`config.mk`:
```
export PLATFORM = sky130hd
export DESIGN_NAME = adc_sample_avg
export DESIGN_NICKNAME = d
export VERILOG_FILES = /design/src/rtl/adc_sample_avg.sv
export SDC_FILE = /design/constraint.sdc
export NUM_CORES = 1
export LEC_CHECK = 0
export BUFFER_PORTS_ARGS = -buffer_cell sky130_fd_sc_hd__buf_2
export CAP_MARGIN = 5
export CORE_ASPECT_RATIO = 0.6
export CORE_MARGIN = 2
export CORE_UTILIZATION = 30
export DETAILED_ROUTE_END_ITERATION = 10
export GPL_TIMING_DRIVEN = 1
export PLACE_DENSITY_LB_ADDON = 0.12
export SYNTH_ARGS = -nofsm -noshare
export SYNTH_HDL_FRONTEND = slang
export SYNTH_SLANG_ARGS = --single-unit
```
`constraint.sdc`:
```
create_clock -name i_clk -period 5.11 [get_ports i_clk]
set_input_delay 0.511 -clock i_clk [delete_from_list [all_inputs] [get_ports i_clk]]
set_output_delay 0.511 -clock i_clk [all_outputs]
set_load 0.05 [all_outputs]
```
`src/rtl/adc_sample_avg.sv`:
```
// Moving-average filter over the last 2**DEPTH_LOG2 ADC samples, plus optional min/max peak hold.
// Define ADC_AVG_PEAK_HOLD_EN to compile in the peak tracking; otherwise o_max/o_min are constants.
module adc_sample_avg #(
   parameter int DEPTH_LOG2 = 3
) (
   input  logic       i_clk,
   input  logic       i_rst,
   input  logic [7:0] i_data,
   input  logic       i_valid,
   input  logic       i_peak_clr,
   output logic [7:0] o_avg,
   output logic       o_avg_valid,
   output logic       o_full,
   output logic [7:0] o_max,
   output logic [7:0] o_min
);

   localparam int N     = 1 << DEPTH_LOG2;
   localparam int SUM_W = 8 + DEPTH_LOG2;

   typedef enum logic {
      FILL = 1'b0,
      RUN  = 1'b1
   } state_t;

   state_t                  state;
   logic [7:0]              sample_buf [N];
   logic [DEPTH_LOG2-1:0]   wptr;
   logic [SUM_W-1:0]        sum;
   logic [SUM_W-1:0]        sum_next;

   // Subtracting the outgoing sample first keeps the intermediate within N*255.
   always_comb begin
      sum_next = sum - SUM_W'(sample_buf[wptr]) + SUM_W'(i_data);
   end

   always_ff @(posedge i_clk or posedge i_rst) begin
      if (i_rst) begin
         for (int i = 0; i < N; i++) begin
            sample_buf[i] <= '0;
         end
         wptr        <= '0;
         sum         <= '0;
         state       <= FILL;
         o_avg       <= '0;
         o_avg_valid <= 1'b0;
         o_full      <= 1'b0;
      end else begin
         o_avg_valid <= i_valid;
         if (i_valid) begin
            sample_buf[wptr] <= i_data;
            wptr             <= wptr + 1'b1;
            sum              <= sum_next;
            o_avg            <= sum_next[SUM_W-1:DEPTH_LOG2];
            case (state)
               FILL: begin
                  if (wptr == DEPTH_LOG2'(N - 1)) begin
                     state  <= RUN;
                     o_full <= 1'b1;
                  end
               end
               RUN: begin
                  o_full <= 1'b1;
               end
               default: begin
                  state  <= FILL;
                  o_full <= 1'b0;
               end
            endcase
         end
      end
   end

`ifdef ADC_AVG_PEAK_HOLD_EN
   // A clear coinciding with a sample restarts tracking from that sample.
   always_ff @(posedge i_clk or posedge i_rst) begin
      if (i_rst) begin
         o_max <= 8'h00;
         o_min <= 8'hFF;
      end else if (i_peak_clr && i_valid) begin
         o_max <= i_data;
         o_min <= i_data;
      end else if (i_peak_clr) begin
         o_max <= 8'h00;
         o_min <= 8'hFF;
      end else if (i_valid) begin
         if (i_data > o_max) begin
            o_max <= i_data;
         end
         if (i_data < o_min) begin
            o_min <= i_data;
         end
      end
   end
`else
   logic peak_clr_unused;

   assign peak_clr_unused = i_peak_clr;
   assign o_max           = 8'h00;
   assign o_min           = 8'hFF;
`endif

endmodule

```
### Word level (Yosys, flattened, before mapping)

Index checks and enable logic that the tools add are counted.

| operators by class | value |
|---|---|
| $add $sub $neg | 3 |
| order comparisons | 2 |
| equality and inequality tests | 2 |
| multiplexer cells | 10 |
| bitwise operators | 2 |
| reduce and logical (&&, ||, !) cells | 2 |

Operators by type and width:

| kind | number |
|---|---|
| bitwise mux 64 bit | 1 |
| binary-select mux 8 bit (select 3 bit) | 1 |
| demux 8 bit (select 3 bit) | 1 |
| 2-to-1 mux 8 bit | 3 |
| adder 11 x 8 -> 11 bit | 1 |
| subtractor 11 x 8 -> 11 bit | 1 |
| greater-or-equal comparator 4 bit, second input constant | 1 |
| less-than comparator 4 x 1 -> 1 bit, second input constant | 1 |
| inverter 3 -> 4 bit | 1 |
| adder 3 x 1 -> 3 bit, second input constant | 1 |
| == test 3 bit, second input constant | 1 |
| 2-to-1 mux 1 bit | 3 |
| != test 2 bit, second input constant | 1 |
| one-hot mux 1 bit (2 select lines) | 1 |
| AND reduction 2 bit | 1 |
| logical AND 1 bit | 1 |
| inverter 1 bit | 1 |

| word-level totals | value |
|---|---|
| register bits after elaboration | 89 |
| bits of input ports | 12 |
| output and inout bits | 26 |
| word-level logic and storage cells | 35 |

### Depth between registers and ports, before layout

Gate-level depths: netlist of run 1.

| depth | value |
|---|---|
| depth in word-level cells | 6 |
| gate-level depth with buffers | 13 |
| gate-level depth less buffers | 11 |

### Least setup slack after synthesis of run 1

No wires, ideal clock.

| timing path | value |
|---|---|
| path type | register -> register |
| start | register wptr[1] |
| end | register o_avg[7] |
| setup time | 128 ps |
| arrival time | 3,464 ps |
| required time | 4,982 ps |
| slack | 1,518 ps |
| stages on the path, launching flop included | 13 |
| buffers on the path | 2 |
| period minus slack after synthesis | 3,592 ps |
| path through | dfrtp_1 buf_2 buf_1 mux4_2 mux2_2 fa_1 inv_1 fa_1 a21o_1 a2111oi_4 a211oi_1 mux2i_1 xor2_1 |

| on the way | value |
|---|---|
| cells in the longest elaborated chain, start to end | 6 |

RTL lines:

| what | line | text |
|---|---|---|
| start, declared | 28 | `logic [DEPTH_LOG2-1:0] wptr;` |
| start signal, assigned | 52 | `wptr <= wptr + 1'b1;` |
| inverter 3 -> 4 bit (not written as such) | 34 | `sum_next = sum - SUM_W'(sample_buf[wptr]) + SUM_W'(i_data);` |
| binary-select mux 8 bit (select 3 bit) | 34 |  |
| 2-to-1 mux 8 bit (not written as such) (2 in a row) | 34 |  |
| subtractor 11 x 8 -> 11 bit | 34 |  |
| adder 11 x 8 -> 11 bit | 34 |  |
| end signal, assigned | 54 | `o_avg <= sum_next[SUM_W-1:DEPTH_LOG2];` |
| end, declared | 11 | `output logic [7:0] o_avg,` |

Every way passes these cells. The select of a mux whose other input is x is not followed.
A chain may end at the register's enable or synchronous reset.

### Worst setup path in the final report of run 1

| timing path | value |
|---|---|
| start | register wptr[0] |
| end | register o_avg[7] |

Same word-level chain as after synthesis.

==> impl_metrics.env, run 1 <==
export IMPL_finalSetupViolCount=0
export IMPL_antenna_found_initial=0
export IMPL_wire_per_inst_um=16.38
export IMPL_tightestPinTransition_ps=1109
export IMPL_yosysUniqueCellTypes=42
export IMPL_boundaryPins=38
export IMPL_synth_seq_cells=81
export IMPL_cts_root_buf="clkbuf_16"
export IMPL_cts_resized=0
export IMPL_max_cap_viol_count=0
export IMPL_drtIter0Drc=115
export IMPL_fin_skew_ps=8.781
export IMPL_die_area_sq_um=15790
export IMPL_fin_nets=419
export IMPL_gp_congestion=0.7150
export IMPL_cts_num_sinks=81
export IMPL_period_needed_ps=4360
export IMPL_firstDrtPassIters=4
export IMPL_viasPerCell=4.465
export IMPL_hp_class="primary input to asynchronous set/reset pin"
export IMPL_synth_warning_count=0
export IMPL_crit_path_start_kind="flop"
export IMPL_period_share=0.8533
export IMPL_path_class="flop to flop"
export IMPL_fmax_mhz=229.3
export IMPL_synthCells=378
export IMPL_synth_main_ff_cell="dfrtp_1"
export IMPL_routed_wl_um=9650
export IMPL_status="complete, no violations"
export IMPL_crit_chain="buf_4 -> mux4_2 -> mux2_2 -> fa_1 -> inv_1 -> ha_1 -> a21o_1 -> a2111oi_0 -> a211oi_1 -> mux2i_1 -> xor2_1"
export IMPL_rsz0062_at_grt="false"
export IMPL_synthesis_area_sq_um=4430
export IMPL_cp_top_family="flip-flops"
export IMPL_slowest_stage="dfrtp_1"
export IMPL_placementRows=34
export IMPL_clock_latency_ps=340
export IMPL_dieHeight_um=98.14
export IMPL_antenna_left=0
export IMPL_nFillCells=1475
export IMPL_multi_input_area_sq_um=2076
export IMPL_clk_pin_slew_ps=60
export IMPL_cts_tree="yes"
export IMPL_cp_num_buf_inv=2
export IMPL_grt_ovfl_total=0
export IMPL_crit_fanout=19
export IMPL_cts_max_level=3
export IMPL_synthArstFlopShare=1.000
export IMPL_grt_pass1_wl_um=16150
export IMPL_tns_ps=0
export IMPL_seqCellArea_sq_um=2027
export IMPL_layout_drive_gt1_share=0.2737
export IMPL_worstPathArrival_ps=4620
export IMPL_portBuffers=20
export IMPL_start_util=0.3063
export IMPL_track_usage=0.1347
export IMPL_hold_violations=0
export IMPL_drc_errors=0
export IMPL_ys_seq_area_frac=0.4575
export IMPL_die_w_um=160.9
export IMPL_clock_path_buffers=2
export IMPL_grt_max_degree=49
export IMPL_core_area_sq_um=14460
export IMPL_final_max_slew_viol_count=0
export IMPL_cpPeakStageDelay_ps=1070
export IMPL_numCtsBuffers=9
export IMPL_area_delta_synth_final_pct=10.51
export IMPL_cp_required_ps=5370
export IMPL_synth_edff_count=0
export IMPL_slew_headroom=0.2608
export IMPL_setup_worst_path_end_class="flop"
export IMPL_vias=2630
export IMPL_avgSynthCellArea_sq_um=11.72
export IMPL_hpwlAfterDp_um=6648
export IMPL_hold_buffers=0
export IMPL_grt_pass1_vias=2850
export IMPL_cts_setup_buffers=0
export IMPL_n_antenna_cell=0
## routing by layer
| layer | vias to the layer above | global-route usage | part of all wire |
|---|---|---|---|
| li1 | 1291 | - | - |
| met1 | 1302 | 0.1984 | 0.54 |
| met2 | 29 | 0.1991 | 0.42 |
| met3 | 8 | 0.03611 | 0.028 |
| met4 | 0 | 0.02885 | 0.0074 |
| met5 | - | 0 | 0 |
## worst register-to-register path, cell delays in order, from the launching register on
cell and delay, ps:
dfrtp_1 1070, buf_4 340, mux4_2 530, mux2_2 290, fa_1 490, inv_1 40, ha_1 390, a21o_1 210
a2111oi_0 440, a211oi_1 120, mux2i_1 210, xor2_1 150
## placed cells by master, fill, tap and decap left out, drive strengths merged
master / count
a21o: 6
a211oi: 4
clkinvlp: 2
and3: 3
mux2i: 2
nand2: 39
nand4b: 3
a21oi: 4
mux4: 16
and2: 1
or4: 2
nand4: 2
nand2b: 4
xnor2: 4
nand3: 4
nor3b: 2
nor3: 5
o22ai: 1
ha: 13
o2111ai: 1
buf: 23
a311oi: 1
bufinv: 1
a2111oi: 3
clkinv: 2
o311ai: 1
clkbuf: 12
conb: 16
nor2: 4
mux2: 47
dfrtp: 81
o21ai: 37
inv: 34
fa: 8
xor2: 3
## final cells by class
type | count | share of cell area
Tap cell | 198 | 0.05060
Clock buffer | 12 | 0.04830
Multi-Input combinational cell | 236 | 0.4240
Clock inverter | 4 | 0.01099
Timing Repair Buffer | 23 | 0.02504
Sequential cell | 81 | 0.4140
Inverter | 35 | 0.02709
## metrics by stage
step | hold slack (ps) | std cells | util | setup WS [ps] | area (sq um)
3_5_place_dp | 443.2 | 573 | 0.3184 | 756.9 | 4606
3_3_place_gp | 434.7 | 573 | 0.3184 | 800.9 | 4606
4_1_cts | 261.6 | 589 | 0.3385 | 705.3 | 4896
5_1_grt | 278.2 | 589 | 0.3385 | 442.5 | 4896
2_1_floorplan | 422.6 | 392 | - | 1518 | 4483
6_report | 230.1 | 589 | 0.3385 | 749.6 | 4896
## synth_stat cells, types with 2 or more instances
cell type  number  area share
buf_1           4      0.0034
nor3b_2         2      0.0056
conb_1          2      0.0017
inv_1          35       0.030
or4_1           2      0.0034
mux4_2         16       0.081
buf_2           7      0.0079
a21oi_1         4      0.0045
dfrtp_1        81        0.46
fa_1            8       0.036
ha_1           13       0.037
a21o_1          5      0.0085
buf_4          24       0.041
nand2b_1        4      0.0056
o21ai_0        36       0.041
nand4b_1        3      0.0059
a211oi_1        4      0.0068
xnor2_1         4      0.0079
mux2i_1         2      0.0045
and3_1          2      0.0028
nor2_1          4      0.0034
mux2_2         46        0.12
nand3_1         4      0.0045
clkbuf_1        5      0.0042
nor3_1          3      0.0034
nand2_1        39       0.033
nand4_1         2      0.0028
xor2_1          3      0.0059
## registers in the layout (all words and copies together), names as in the netlist
name         cells
wptr             3
state            1
o_avg_valid      1
sum              3
o_avg            8
sample_buf      64
o_full           1
## path summary, 6_finish.rpt
kind	startpoint	cells past startpoint	endpoint	slack, ps
worst min register to register	state	1	state	450
worst max-delay path	wptr[0]	11	o_avg[7]	750
min in group i_clk	state	1	state	450
worst max register to register	wptr[0]	11	o_avg[7]	750
worst min-delay path	i_rst	2	sample_buf[38]	230
max in group asynchronous	i_rst	3	sum[2]	3830
## cells by family (layout without fill, tap and decap cells)
| logic type | count (synthesis) | after routing | share of synthesized area |
|---|---|---|---|
| and+or+nand+nor | 69 | 69 | 0.08048 |
| adders and majority gates | 21 | 21 | 0.07286 |
| muxes | 65 | 65 | 0.2053 |
| DFF | 81 | 81 | 0.4575 |
| AOI/OAI and AO/OA | 58 | 58 | 0.08246 |
| xor gates and xnor gates | 7 | 7 | 0.01384 |
| buffers and inverters | 75 | 74 | 0.08585 |
| other | 2 | 16 | 0.001695 |
Power of run 1 is not shown: default switching activity piles up to over one toggle a cycle in this logic, so the estimate is an artifact.
==> run 2: changes to the inputs <==
Settings changed: PLACE_DENSITY_LB_ADDON 0.12 to not set.
==> run 2 against run 1 <==
Register-to-register slack improved by 110 ps. Clock skew shrank 4.3 ps. Global-route usage shrank 1.2 points. First-iteration DRC count is 17% higher. Count of clock-buffer cells in the layout did not move. Hold slack improved by 230 ps. Die area unchanged. Core utilization grew 0.50 points. Critical endpoint unchanged.
==> impl_metrics.env, run 2 (synthesis results as in run 1) <==
export IMPL_placementRows=34
export IMPL_vias=2712
export IMPL_wire_per_inst_um=15.11
export IMPL_period_needed_ps=4249
export IMPL_worstReg2RegStart="wptr[0]"
export IMPL_start_util=0.3063
export IMPL_tns_ps=0
export IMPL_hp_class="flop to flop"
export IMPL_top_register="sample_buf"
export IMPL_dr_wl_met3_um=340
export IMPL_cts_root_buf="clkbuf_16"
export IMPL_highest_layer="met4"
export IMPL_cts_resized=0
export IMPL_tightestPinTransition_ps=1032
export IMPL_grt_pass1_vias=2824
export IMPL_period_share=0.8316
export IMPL_largest_reg_flops=64
export IMPL_viasPerCell=4.597
export IMPL_hpwlAfterDp_um=6414
export IMPL_gp_congestion=0.7400
export IMPL_fin_nets=420
export IMPL_core_area_sq_um=14460
export IMPL_boundaryPins=38
export IMPL_hold_buffers=0
export IMPL_r2r_end="o_avg[7]"
export IMPL_numCtsBuffers=9
export IMPL_final_max_slew_viol_count=0
export IMPL_seqCellArea_sq_um=2027
export IMPL_hold_violations=0
export IMPL_reg2reg_slack_ps=860
export IMPL_routed_wl_um=8912
export IMPL_crit_chain="mux4_2 -> mux2_2 -> fa_1 -> inv_1 -> fa_1 -> a21o_1 -> a2111oi_4 -> a211oi_1 -> mux2i_1 -> xor2_1"
export IMPL_drt_met1_wl_um=4715
export IMPL_track_usage=0.1231
export IMPL_die_w_um=160.9
export IMPL_crit_fanout=20
export IMPL_worstPathArrival_ps=4510
export IMPL_antenna_found_initial=0
export IMPL_crit_path_start_kind="flop"
export IMPL_grt_ovfl_total=0
export IMPL_layout_cells_most_common_list="dfrtp_1, mux2_2, nand2_1"
export IMPL_dr_wl_met2_um=3793
export IMPL_nFillCells=1471
export IMPL_antenna_left=0
export IMPL_cpPeakStageDelay_ps=1020
export IMPL_portBuffers=20
export IMPL_drc_errors=0
export IMPL_grt_max_degree=82
export IMPL_status="complete, no violations"
export IMPL_cts_max_level=3
export IMPL_fin_util=0.3435
export IMPL_multi_input_area_sq_um=2076
export IMPL_clock_latency_ps=340
export IMPL_path_class="flop to flop"
export IMPL_final_common_cell="dfrtp_1"
export IMPL_startpoint="wptr[0]"
export IMPL_reg_top3="sample_buf (64), o_avg (8)"
export IMPL_slowest_stage="dfrtp_1"
export IMPL_cts_tree="yes"
export IMPL_min_from="state"
export IMPL_slew_headroom=0.3120
export IMPL_cts_setup_buffers=0
export IMPL_clock_path_buffers=2
export IMPL_grt_pass1_wl_um=14920
export IMPL_n_antenna_cell=0
export IMPL_max_cap_viol_count=0
export IMPL_cp_common_cell="fa_1"
export IMPL_drtIter0Drc=135
export IMPL_clk_pin_slew_ps=60
export IMPL_firstDrtPassIters=4
export IMPL_layout_drive_gt1_share=0.2806
export IMPL_finalSetupViolCount=0
export IMPL_rsz0062_at_grt="false"
export IMPL_whs_path_depth=1
export IMPL_cp_required_ps=5380
export IMPL_die_area_sq_um=15790
export IMPL_setup_worst_path_end_class="flop"
export IMPL_crit_end="o_avg[7]"
export IMPL_area_delta_synth_final_pct=12.14
export IMPL_fmax_mhz=235.3
export IMPL_worstRegToRegCells=10
export IMPL_fin_skew_ps=4.461
export IMPL_dieHeight_um=98.14
export IMPL_cts_num_sinks=81
## run 2: cell types whose count changed in the layout (fill, tap and decap cells not counted)
cell        delta
buf_4          +1
clkbuf_8       +2
clkinvlp_4     -2
clkbuf_1       -2
bufinv_16      +2
## run 2: final cells by class
type | count | area share
timing repair buffer | 24 | 0.02619
tap | 198 | 0.04986
clock buffer | 12 | 0.05162
clock inverter | 4 | 0.01989
multi-input combinational | 236 | 0.4178
sequential | 81 | 0.4080
inverter | 35 | 0.02669
## run 2: worst min path at each step
stage                endpoint
6_report                state
5_1_grt        sample_buf[47]
4_1_cts        sample_buf[28]
2_1_floorplan           state
3_3_place_gp            state
3_5_place_dp            state
## run 2: per-stage QoR
| step | std cells | instance area (sq um) | hold slack [ps] | setup WS (ps) |
|---|---|---|---|---|
| after floorplan | 392 | 4483 | 422.6 | 1518 |
| after global placement | 574 | 4613 | 435.4 | 897.9 |
| after detailed placement | 574 | 4613 | 452.6 | 836.6 |
| after CTS | 590 | 4969 | 449.1 | 805.2 |
| after global routing | 590 | 4969 | 454.4 | 501.5 |
| final | 590 | 4969 | 460.0 | 860.7 |
## run 2: critical path, delay by kind of cell, from the launching register on
kind                     cells  cell delay, ps
AO/OA/AOI/OAI                3             820
XOR/XNOR                     1             160
flip-flops                   1            1020
buffers and inverters        1              70
adder cells (fa/ha/maj)      2             960
multiplexers                 3            1120
## run 2: layer usage
metal	global-route usage	up-vias
met2	0.1756	38
met5	0	-
met4	0.02266	0
met3	0.04333	7
met1	0.1816	1378
li1	-	1289
Power of run 2 is left out for the same reason.
==> run 3: changes to the inputs <==
Clock period 5.11 ns to 4.1 ns, I/O delays scaled along.
==> run 3 against run 2 <==
Via count is 0.41% higher. Design area is 0.13% higher. Count of clock-buffer cells in the layout stayed put. Global-route usage is 0.52 points higher. Non-clock buffer count is 5 higher. Hold slack worse by 180 ps. Critical path depth is 1 higher. Die area stayed put. Core utilization hardly changed. Largest cell class unchanged.
==> impl_metrics.env, run 3 (synthesis results as in run 1) <==
export IMPL_track_usage=0.1284
export IMPL_tns_ps=0
export IMPL_fmax_mhz=268.4
export IMPL_n_antenna_cell=0
export IMPL_portBuffers=20
export IMPL_setup_worst_path_end_class="flop"
export IMPL_seqCellArea_sq_um=2027
export IMPL_hpwlAfterDp_um=6784
export IMPL_wire_per_inst_um=15.78
export IMPL_cts_setup_buffers=0
export IMPL_gp_congestion=0.7855
export IMPL_cp_required_ps=4360
export IMPL_path_class="flop to flop"
export IMPL_layout_drive_gt1_share=0.2854
export IMPL_hold_violations=0
export IMPL_period_share=0.9088
export IMPL_cts_root_buf="clkbuf_16"
export IMPL_layout_cells_most_common_list="dfrtp_1, mux2_2, nand2_1"
export IMPL_core_area_sq_um=14460
export IMPL_cts_max_level=3
export IMPL_boundaryPins=38
export IMPL_antenna_found_initial=0
export IMPL_slew_headroom=0.2818
export IMPL_area_delta_synth_final_pct=12.28
export IMPL_antenna_left=0
export IMPL_hold_buffers=0
export IMPL_cts_resized=0
export IMPL_die_w_um=160.9
export IMPL_vias=2723
export IMPL_reg_top3="sample_buf (64), o_avg (8)"
export IMPL_multi_input_area_sq_um=2076
export IMPL_grt_pass1_vias=2922
export IMPL_status="complete, no violations"
export IMPL_clk_pin_slew_ps=60
export IMPL_hp_class="primary input to asynchronous set/reset pin"
export IMPL_finalSetupViolCount=0
export IMPL_largest_reg_flops=64
export IMPL_tightestPinTransition_ps=1073
export IMPL_grt_max_degree=58
export IMPL_grt_pass1_wl_um=15680
export IMPL_crit_fanout=19
export IMPL_startpoint="wptr[0]"
export IMPL_clock_latency_ps=340
export IMPL_top_register="sample_buf"
export IMPL_crit_path_start_kind="flop"
export IMPL_viasPerCell=4.584
export IMPL_rsz0062_at_grt="false"
export IMPL_grt_ovfl_total=0
export IMPL_start_util=0.3063
export IMPL_dieHeight_um=98.14
export IMPL_die_area_sq_um=15790
export IMPL_cts_num_sinks=81
export IMPL_final_common_cell="dfrtp_1"
export IMPL_drc_errors=0
export IMPL_fin_nets=425
export IMPL_final_max_slew_viol_count=0
export IMPL_worstReg2RegStart="wptr[0]"
export IMPL_worstPathArrival_ps=3990
export IMPL_clock_path_buffers=2
export IMPL_firstDrtPassIters=4
export IMPL_max_cap_viol_count=0
export IMPL_fin_skew_ps=4.896
export IMPL_nFillCells=1429
export IMPL_cts_tree="yes"
export IMPL_routed_wl_um=9373
export IMPL_numCtsBuffers=9
export IMPL_period_needed_ps=3726
export IMPL_drtIter0Drc=162
export IMPL_placementRows=34
==> run 3: changes by cell type in the layout (fill, tap and decap cells not counted) <==
cell	previous run	this run
buf_4	4	8
buf_12	0	1
bufinv_16	3	2
clkbuf_1	1	2
clkbuf_8	2	1
clkinv_2	1	2
clkinv_4	1	0
==> run 3: stage by stage <==
step	setup WS [ps]	instance area [sq um]	hold slack (ps)	util	instances
floorplan	507.6	4483	422.6	-	392
global placement	453.7	4663	437.8	0.3224	579
detailed placement	437.1	4663	455.9	0.3224	579
CTS	354.0	4975	319.5	0.3439	594
global route	199.4	4975	372.5	0.3439	594
finish	374.0	4975	276.0	0.3439	594
==> run 3: layer usage <==
layer  track usage  wire length (um)  part of all wire
met1        0.1959              5130              0.55
met3       0.03526               342             0.036
met2        0.1776              3820              0.41
met5             0                 0                 0
met4       0.03365                79            0.0084
==> run 3: path summary, 6_finish.rpt <==
path	slack, ps	cells after the start	end
max in group asynchronous	2920	3	sample_buf[35]
hold reg to reg	460	1	o_full
min in group i_clk	360	2	sample_buf[28]
hold / removal	280	2	sample_buf[55]
setup / recovery	370	11	o_avg[7]
setup reg to reg	370	11	o_avg[7]
==> run 3: area by class of cell <==
class,count,area share
multi-input cells,236,0.4173
flip-flops and latches,81,0.4074
well taps,198,0.04980
clock buffers,12,0.04955
repair buffers,29,0.03622
inverters,35,0.02666
clock inverters,3,0.01308
==> run 3: critical path: stages, from the launching register on <==
cell       delay (ps)
dfrtp_1           390
buf_12            200
mux4_2            510
mux2_2            290
fa_1              490
inv_1              70
fa_1              470
a21o_1            270
a2111oi_4         430
a211oi_1          150
mux2i_1           220
xor2_1            150
Power of run 3 is left out for the same reason.
